==> config.mk <==
export PLATFORM = sky130hd
export DESIGN_NAME = suite_pattern_gen
export DESIGN_NICKNAME = d
export VERILOG_FILES = /design/src/rtl/suite_pattern_gen.sv
export SDC_FILE = /design/constraint.sdc
export NUM_CORES = 1
export LEC_CHECK = 0
export ABC_AREA = 1
export BUFFER_PORTS_ARGS = -buffer_cell sky130_fd_sc_hd__buf_2
export CORE_AREA = 2 2 90 92
export DETAILED_ROUTE_END_ITERATION = 7
export DIE_AREA = 0 0 92 94
export SLEW_MARGIN = 10
export SYNTH_ARGS = -nofsm -noshare
export SYNTH_HDL_FRONTEND = slang
export SYNTH_SLANG_ARGS = --single-unit
==> constraint.sdc <==
create_clock -name clk -period 2.15 [get_ports clk]
set_input_delay 0.215 -clock clk [delete_from_list [all_inputs] [get_ports clk]]
set_output_delay 0.215 -clock clk [all_outputs]
set_load 0.01 [all_outputs]
==> src/rtl/suite_pattern_gen.sv <==
`default_nettype none
// ============================================================================
// Module   : suite_pattern_gen
// Purpose  : Parametrised 240p raster generator with four selectable patterns.
// Options  : SUITE_DRIFT_EN - pattern 3 becomes a bar drifting one column/frame
// Revision : 1.0 - initial release
// ============================================================================
module suite_pattern_gen #(
  parameter int CLK_DIV  = 4,
  parameter int H_ACTIVE = 320,
  parameter int H_FP     = 13,
  parameter int H_SYNC   = 32,
  parameter int H_BP     = 35,
  parameter int V_ACTIVE = 240,
  parameter int V_FP     = 9,
  parameter int V_SYNC   = 8,
  parameter int V_BP     = 13
) (
  input  logic       clk,
  input  logic       reset,
  input  logic [1:0] pattern_sel,
  output logic       ce_pix,
  output logic       HBlank,
  output logic       HSync,
  output logic       VBlank,
  output logic       VSync,
  output logic       frame_start,
  output logic [7:0] video
);

  localparam int         c_HTOTAL   = H_ACTIVE + H_FP + H_SYNC + H_BP;
  localparam int         c_VTOTAL   = V_ACTIVE + V_FP + V_SYNC + V_BP;
  localparam logic [3:0] c_DIV_LAST = 4'(CLK_DIV - 1);
  localparam logic [9:0] c_H_LAST   = 10'(c_HTOTAL - 1);
  localparam logic [9:0] c_V_LAST   = 10'(c_VTOTAL - 1);
  localparam logic [9:0] c_HA       = 10'(H_ACTIVE);
  localparam logic [9:0] c_VA       = 10'(V_ACTIVE);
  localparam logic [9:0] c_HS_START = 10'(H_ACTIVE + H_FP);
  localparam logic [9:0] c_HS_END   = 10'(H_ACTIVE + H_FP + H_SYNC);
  localparam logic [9:0] c_VS_START = 10'(V_ACTIVE + V_FP);
  localparam logic [9:0] c_VS_END   = 10'(V_ACTIVE + V_FP + V_SYNC);
  localparam logic [9:0] c_BAR_LAST = 10'(H_ACTIVE / 8 - 1);
  localparam int         c_HC       = H_ACTIVE / 2;
  localparam int         c_VC       = V_ACTIVE / 2;

  logic [3:0] r_div;
  logic       r_ce;
  logic [9:0] r_hc, r_vc, r_sub;
  logic [2:0] r_bar;
  logic [1:0] r_sel;
  logic       r_hblank, r_hsync, r_vblank, r_vsync, r_fstart;
  logic [7:0] r_video;

  logic       w_h_end, w_v_end, w_blank, w_white, w_title;
  logic [7:0] w_grid, w_ramp, w_check, w_flat, w_luma;
  int         w_x, w_y;

  function automatic logic f_outline(input int x, input int y, input int l,
                                     input int r, input int t, input int b);
    return ((x == l || x == r) && y >= t && y <= b) ||
           ((y == t || y == b) && x >= l && x <= r);
  endfunction

  assign w_h_end = (r_hc == c_H_LAST);
  assign w_v_end = (r_vc == c_V_LAST);
  assign w_blank = (r_hc >= c_HA) || (r_vc >= c_VA);

  always_ff @(posedge clk or posedge reset) begin
    if (reset) begin
      r_div <= 4'd0;
      r_ce  <= 1'b0;
    end else begin
      r_ce  <= (r_div == c_DIV_LAST);
      r_div <= (r_div == c_DIV_LAST) ? 4'd0 : r_div + 4'd1;
    end
  end

  // r_sub/r_bar track r_hc so the ramp needs no divider.
  always_ff @(posedge clk or posedge reset) begin
    if (reset) begin
      r_hc  <= 10'd0;
      r_vc  <= 10'd0;
      r_sub <= 10'd0;
      r_bar <= 3'd0;
      r_sel <= 2'd0;
    end else if (r_ce) begin
      if (w_h_end) begin
        r_hc  <= 10'd0;
        r_sub <= 10'd0;
        r_bar <= 3'd0;
        r_vc  <= w_v_end ? 10'd0 : r_vc + 10'd1;
        if (w_v_end) r_sel <= pattern_sel;
      end else begin
        r_hc <= r_hc + 10'd1;
        if (r_sub == c_BAR_LAST) begin
          r_sub <= 10'd0;
          r_bar <= r_bar + 3'd1;
        end else begin
          r_sub <= r_sub + 10'd1;
        end
      end
    end
  end

  assign w_x = {22'd0, r_hc};
  assign w_y = {22'd0, r_vc};

  assign w_white = (w_x == 0) || (w_x == H_ACTIVE - 1) || (w_y == 0) || (w_y == V_ACTIVE - 1) ||
                   (w_x == c_HC - 1) || (w_x == c_HC) || (w_y == c_VC - 1) || (w_y == c_VC) ||
                   f_outline(w_x, w_y, c_HC - 50, c_HC + 50, c_VC - 50, c_VC + 50) ||
                   f_outline(w_x, w_y, 16, H_ACTIVE - 17, 12, V_ACTIVE - 13);
  assign w_title = f_outline(w_x, w_y, 32, H_ACTIVE - 33, 24, V_ACTIVE - 25);
  assign w_grid  = w_white ? 8'd255 : (w_title ? 8'd127 : 8'd77);
  assign w_ramp  = {r_bar, 5'd0} + {3'd0, r_bar, 2'd0};
  assign w_check = (r_hc[3] ^ r_vc[3]) ? 8'd255 : 8'd0;

`ifdef SUITE_DRIFT_EN
  logic [9:0]  r_drift;
  logic [10:0] w_doff;

  // Advances on the wrap into a new frame so the bar is stable for the whole frame.
  always_ff @(posedge clk or posedge reset) begin
    if (reset) begin
      r_drift <= 10'd0;
    end else if (r_ce && w_h_end && w_v_end) begin
      r_drift <= (r_drift == c_HA - 10'd1) ? 10'd0 : r_drift + 10'd1;
    end
  end

  assign w_doff = (r_hc >= r_drift) ? {1'b0, r_hc - r_drift}
                                    : {1'b0, r_hc} + {1'b0, c_HA} - {1'b0, r_drift};
  assign w_flat = (w_doff < 11'd8) ? 8'd255 : 8'd77;
`else
  assign w_flat = 8'd255;
`endif

  always_comb begin
    w_luma = 8'd0;
    case (r_sel)
      2'd0:    w_luma = w_grid;
      2'd1:    w_luma = w_ramp;
      2'd2:    w_luma = w_check;
      default: w_luma = w_flat;
    endcase
  end

  always_ff @(posedge clk or posedge reset) begin
    if (reset) begin
      r_hblank <= 1'b0;
      r_hsync  <= 1'b0;
      r_vblank <= 1'b0;
      r_vsync  <= 1'b0;
      r_fstart <= 1'b0;
      r_video  <= 8'd0;
    end else if (r_ce) begin
      r_hblank <= (r_hc >= c_HA);
      r_hsync  <= (r_hc >= c_HS_START) && (r_hc < c_HS_END);
      r_vblank <= (r_vc >= c_VA);
      if (r_hc == c_HS_START) r_vsync <= (r_vc >= c_VS_START) && (r_vc < c_VS_END);
      r_fstart <= (r_hc == 10'd0) && (r_vc == 10'd0);
      r_video  <= w_blank ? 8'd0 : w_luma;
    end
  end

  assign ce_pix      = r_ce;
  assign HBlank      = r_hblank;
  assign HSync       = r_hsync;
  assign VBlank      = r_vblank;
  assign VSync       = r_vsync;
  assign frame_start = r_fstart;
  assign video       = r_video;

endmodule
`default_nettype wire

# Yosys cells after proc, flatten, opt, wreduce, memory -nomap -nowiden
# Index checks and enable logic that the tools add are counted.
# W data, S select, Z words.
# op_classes
n_mux	12
n_lt_le_gt_ge	18
n_addsub	6
n_reduce_logical	44
eq_ne	25
bitwise	1
# ops
cell	count
$eq A10 B9 Y1 const B	10
$logic_not A32 Y1	2
$eq A10 B8 Y1 const B	4
$le A10 B8 Y1 const B	4
$mux W10	4
$add A10 B1 Y10 const B	3
$eq A10 B10 Y1 const B	3
$eq A10 B6 Y1 const B	3
$mux W8	3
$pmux W8 S3	1
$ge A10 B5 Y1 const B	2
$ge A10 B7 Y1 const B	2
$ge A10 B8 Y1 const B	2
$ge A10 B9 Y1 const B	2
$le A10 B9 Y1 const B	2
$logic_not A10 Y1	2
$lt A10 B9 Y1 const B	2
$logic_or A1 B1 Y1	19
$logic_and A1 B1 Y1	15
$eq A10 B5 Y1 const B	1
$eq A10 B7 Y1 const B	1
$ge A10 B4 Y1 const B	1
$ge A10 B6 Y1 const B	1
$add A8 B5 Y8	1
other kinds (13)	16
# totals
out_inout_bits	14
reg_bits	53
inputBits	4

# Logic depth before layout (Yosys ltp)
# logic_depth
word_depth	13
mapped_depth	14

# Worst setup path before layout
# OpenSTA, ideal clock, no wires.
# synth_timing
path_kind	reg2reg
from	reg r_hc[0]
to	reg r_sel[0]
path_slack_ps	407
period_less_slack_ps	1743
setup_time_ps	125
stages_incl_launch_ff	9
arrival_ps	1619
t_required_ps	2025
cell_sequence	dfrtp_1 ha_1 nand3_2 nor2_2 nand2_2 nor2_8 inv_2 nor2_4 mux2_2
# synth_between
elab_chain_cells	2
# synth_rtl
item	line	text
from (decl)	48	logic [9:0] r_hc, r_vc, r_sub;
from (signal assigned)	94	r_hc <= r_hc + 10'd1;
$eq A10 B9 Y1	64	assign w_h_end = (r_hc == c_H_LAST);
$reduce_and A3 Y1 (no source line)	-	
to (signal assigned)	92	if (w_v_end) r_sel <= pattern_sel;
to (decl)	50	logic [1:0] r_sel;
# Every way passes these cells.
# A chain may end at the register's enable or synchronous reset.

# Worst setup path in the final report
# layout_timing
from	reg r_hc[0]
to	reg r_sel[1]
# Same word-level chain as after synthesis.

==> results_dict.tcl <==
set metrics [dict create \
    drt-wirelength-per-cell_um 13.7 \
    yosys-top-cells-count "110 x nand2_1, 69 x inv_1, 68 x nor2_1, 52 x dfrtp_1, 29 x nand3_1" \
    combinationalPowerShare_pct 1.6 \
    synth_top_cells_by_area "dfrtp_1 39%, nand2_1 12%, inv_1 7.7%" \
    worst_slack_ns 0.140 \
    place_ws_ns 0.148 \
    fin_area_mm2 0.00371 \
    start_util_pct 44.4 \
    diodes 0 \
    syn_to_final_growth_pct 9.78 \
    vias_per_cell 5.18 \
    r2r_cells 8 \
    p_clk_share_pct 41.3 \
    rows 32 \
    grt_pass1_wl_um 14200 \
    post_cts_buffers 0 \
    crit_fanout 9 \
    cap_violations 0 \
    seqPwrFrac_pct 57.1 \
    yosysTopAreaCellShare_pct 38.5 \
    grt_pass1_vias 3015 \
    synthFlopType "dfrtp_1" \
    netlist_instances 469 \
    place_congestion 0.915 \
    crit_end "r_sel[1]$_DFFE_PP0P_" \
    clock_sinks 52 \
    intPower_mw 1.34 \
    die_w_um 92 \
    crit_chain "ha_1 > nand3_2 > nor2_2 > nand2_2 > nor2_8 > inv_2 > nor2_4 > mux2_2" \
    ios 18 \
    syn_area_per_cell_um2 7.20 \
    start_kind "register" \
    swShare_pct 21.8 \
    ant_nets 0 \
    syn_area_mm2 0.00338 \
    vias 3075 \
    yosysUniqueCellTypes 41 \
    cp_num_buf_inv 1 \
    first_pass_iters 5 \
    rrSetupSlack_ns 0.14 \
    finalPower_mw 1.71 \
    max_stage_delay_ns 0.45 \
    die-area_mm2 0.00865 \
    setup-tns-final_ns 0 \
    power_density_mw_per_mm2 462 \
    reg2reg_from "r_hc[0]$_DFFE_PP0P_" \
    grt_start_max_net_pins 33 \
    drive_gt1_share_pct 11.6 \
    cts_buffer_depth 2 \
    yosysWarnings 0 \
    min_path_type "in2reg" \
    end_kind "register" \
    ys_seq_area_share_pct 38.5 \
    ctsHtreeMaxLevel 2 \
    root_buffer "clkbuf_8" \
    synth_area_leader_cell "dfrtp_1" \
    critPathTopFamily "simple AND/OR/NAND/NOR gates" \
    criticalPathCategory "reg2reg" \
    postPlaceCellArea_mm2 0.00358 \
    worstMarginPinSlew_ns 0.492 \
    crit_slowest_cell "dfrtp_1" \
    crit_path_start "r_hc[0]$_DFFE_PP0P_" \
    gr-total-overflow 0 \
    synth_enable_flop_cells 0 \
    outcome "completed" \
    hold_violations 0 \
    p_leak_nw 1.84 \
    crit_cells 8 \
    place_hpwl_um 6340 \
    core-area_mm2 0.00761 \
    fp.dieH_um 94 \
    clock_skew_ns 0.00670 \
    synth.most_common_cell "nand2_1" \
    rsz0062_at_grt "no" \
    switching_power_uw 374 \
    numCtsBuffers 5 \
    rr_endpoint "r_sel[1]$_DFFE_PP0P_" \
    maxSlewHeadroom_pct 66.9 \
    clock.fmax_mhz 498 \
    arrival_ns 2.21 \
    syn_nets 486 \
    fin_crit_sh_pct 93.5 \
    clk_latency_ns 0.31 \
    ir_drop_mv 0.278 \
    nNetsFinal 508 \
    clkTransAtPathRegs_ns 0.10 \
    cp_data_required_time_ns 2.35 \
    drt-total-wl_um 8160 \
    ys_ff_latch 52 \
    period_minus_slack_ns 2.01 \
    slew_violations 0 \
    cts_tree "yes" \
    ys_async_sr_fraction_pct 100 \
    drt_iter0_markers 215 \
    port_buffers 17 \
    setup_viol 0 \
    globalRouteTotalUtil_pct 20.6 \
    drcViolationCount 0 \
    antenna_found_initial 0 \
]
==> per-stage QoR <==
step / utilization [%] / hold WS, ns / std cells
floorplan: - / 0.367 / 469
global placement: 47.1 / 0.250 / 585
detailed placement: 47.1 / 0.248 / 585
CTS: 48.7 / 0.120 / 594
global route: 48.7 / 0.127 / 594
finish: 48.7 / 0.132 / 594
==> logic make-up (layout without fill, tap and decap cells) <==
| kind of cell | after synthesis | in the layout | synth area share (%) |
|---|---|---|---|
| xor+xnor | 8 | 8 | 2.07 |
| compound gates | 56 | 56 | 9.60 |
| fa+ha+maj | 13 | 13 | 4.82 |
| simple gates | 254 | 254 | 33.8 |
| flops | 52 | 52 | 38.5 |
| mux | 3 | 3 | 1.00 |
| buf+inv | 83 | 106 | 10.2 |
==> routing by layer <==
metal	GRT usage, %	vias up	routed length [um]
li1	-	1549	-
met1	29.2	1425	4070
met2	32.0	87	3510
met3	3.05	14	392
met4	7.71	0	182
met5	0	-	0
==> registers in the layout, indices dropped and copies added, names as in the netlist <==
signal	cells
r_sel	2
VBlank	1
video	7
ce_pix	1
r_bar	3
HBlank	1
frame_start	1
VSync	1
HSync	1
r_vc	10
r_sub	10
r_div	4
r_hc	10
==> placed cells by master, fill, tap and decap left out, types with 4 or more instances in the layout <==
cell type	n
o21ai_0	18
xor2_1	6
nor2_1	68
nor3_1	15
buf_2	17
a21oi_1	20
dfrtp_1	52
nand3_1	29
nand4_1	9
nand2_1	110
inv_2	6
clkbuf_8	5
nor4_1	4
ha_1	13
buf_4	5
nor2_2	5
a31oi_1	4
inv_1	68
==> what timing repair did <==
item	in CTS	in global routing
gates resized for setup	0	0
hold buffers	1	0
endpoints found under the hold margin	20	0
==> worst min-delay path by stage <==
| stage | slack [ns] | start | endpoint | cells past startpoint |
|---|---|---|---|---|
| 4_1_cts | 0.12 | pattern_sel[0] | r_sel[0]$_DFFE_PP0P_ | 2 |
| 6_report | 0.13 | pattern_sel[0] | r_sel[0]$_DFFE_PP0P_ | 2 |
| 3_3_place_gp | 0.25 | reset | r_vc[7]$_DFFE_PP0P_ | 2 |
| 5_1_grt | 0.13 | pattern_sel[1] | r_sel[1]$_DFFE_PP0P_ | 2 |
| 3_5_place_dp | 0.25 | reset | r_vc[7]$_DFFE_PP0P_ | 2 |
| 2_1_floorplan | 0.37 | pattern_sel[0] | r_sel[0]$_DFFE_PP0P_ | 1 |
==> power by group through the flow <==
| stage | logic [mW] | clock network (mW) | registers [mW] |
|---|---|---|---|
| global route | 0.0328 | 0.767 | 0.978 |
| detailed placement | 0.0279 | 0 | 0.997 |
| global placement | 0.0282 | 0 | 0.997 |
| CTS | 0.0294 | 0.729 | 0.977 |
| finish | 0.0274 | 0.707 | 0.977 |
| floorplan | 0.0143 | 0 | 0.997 |
==> area by class of cell <==
type,instances,area (um2)
clock buffers,5,68.8
clock inverters,3,46.3
fillers,787,3900
inverters,74,278
multi-input cells,334,1730
flip-flops and latches,52,1300
well taps,102,128
repair buffers,24,153
(Power assumes the default switching activity.)
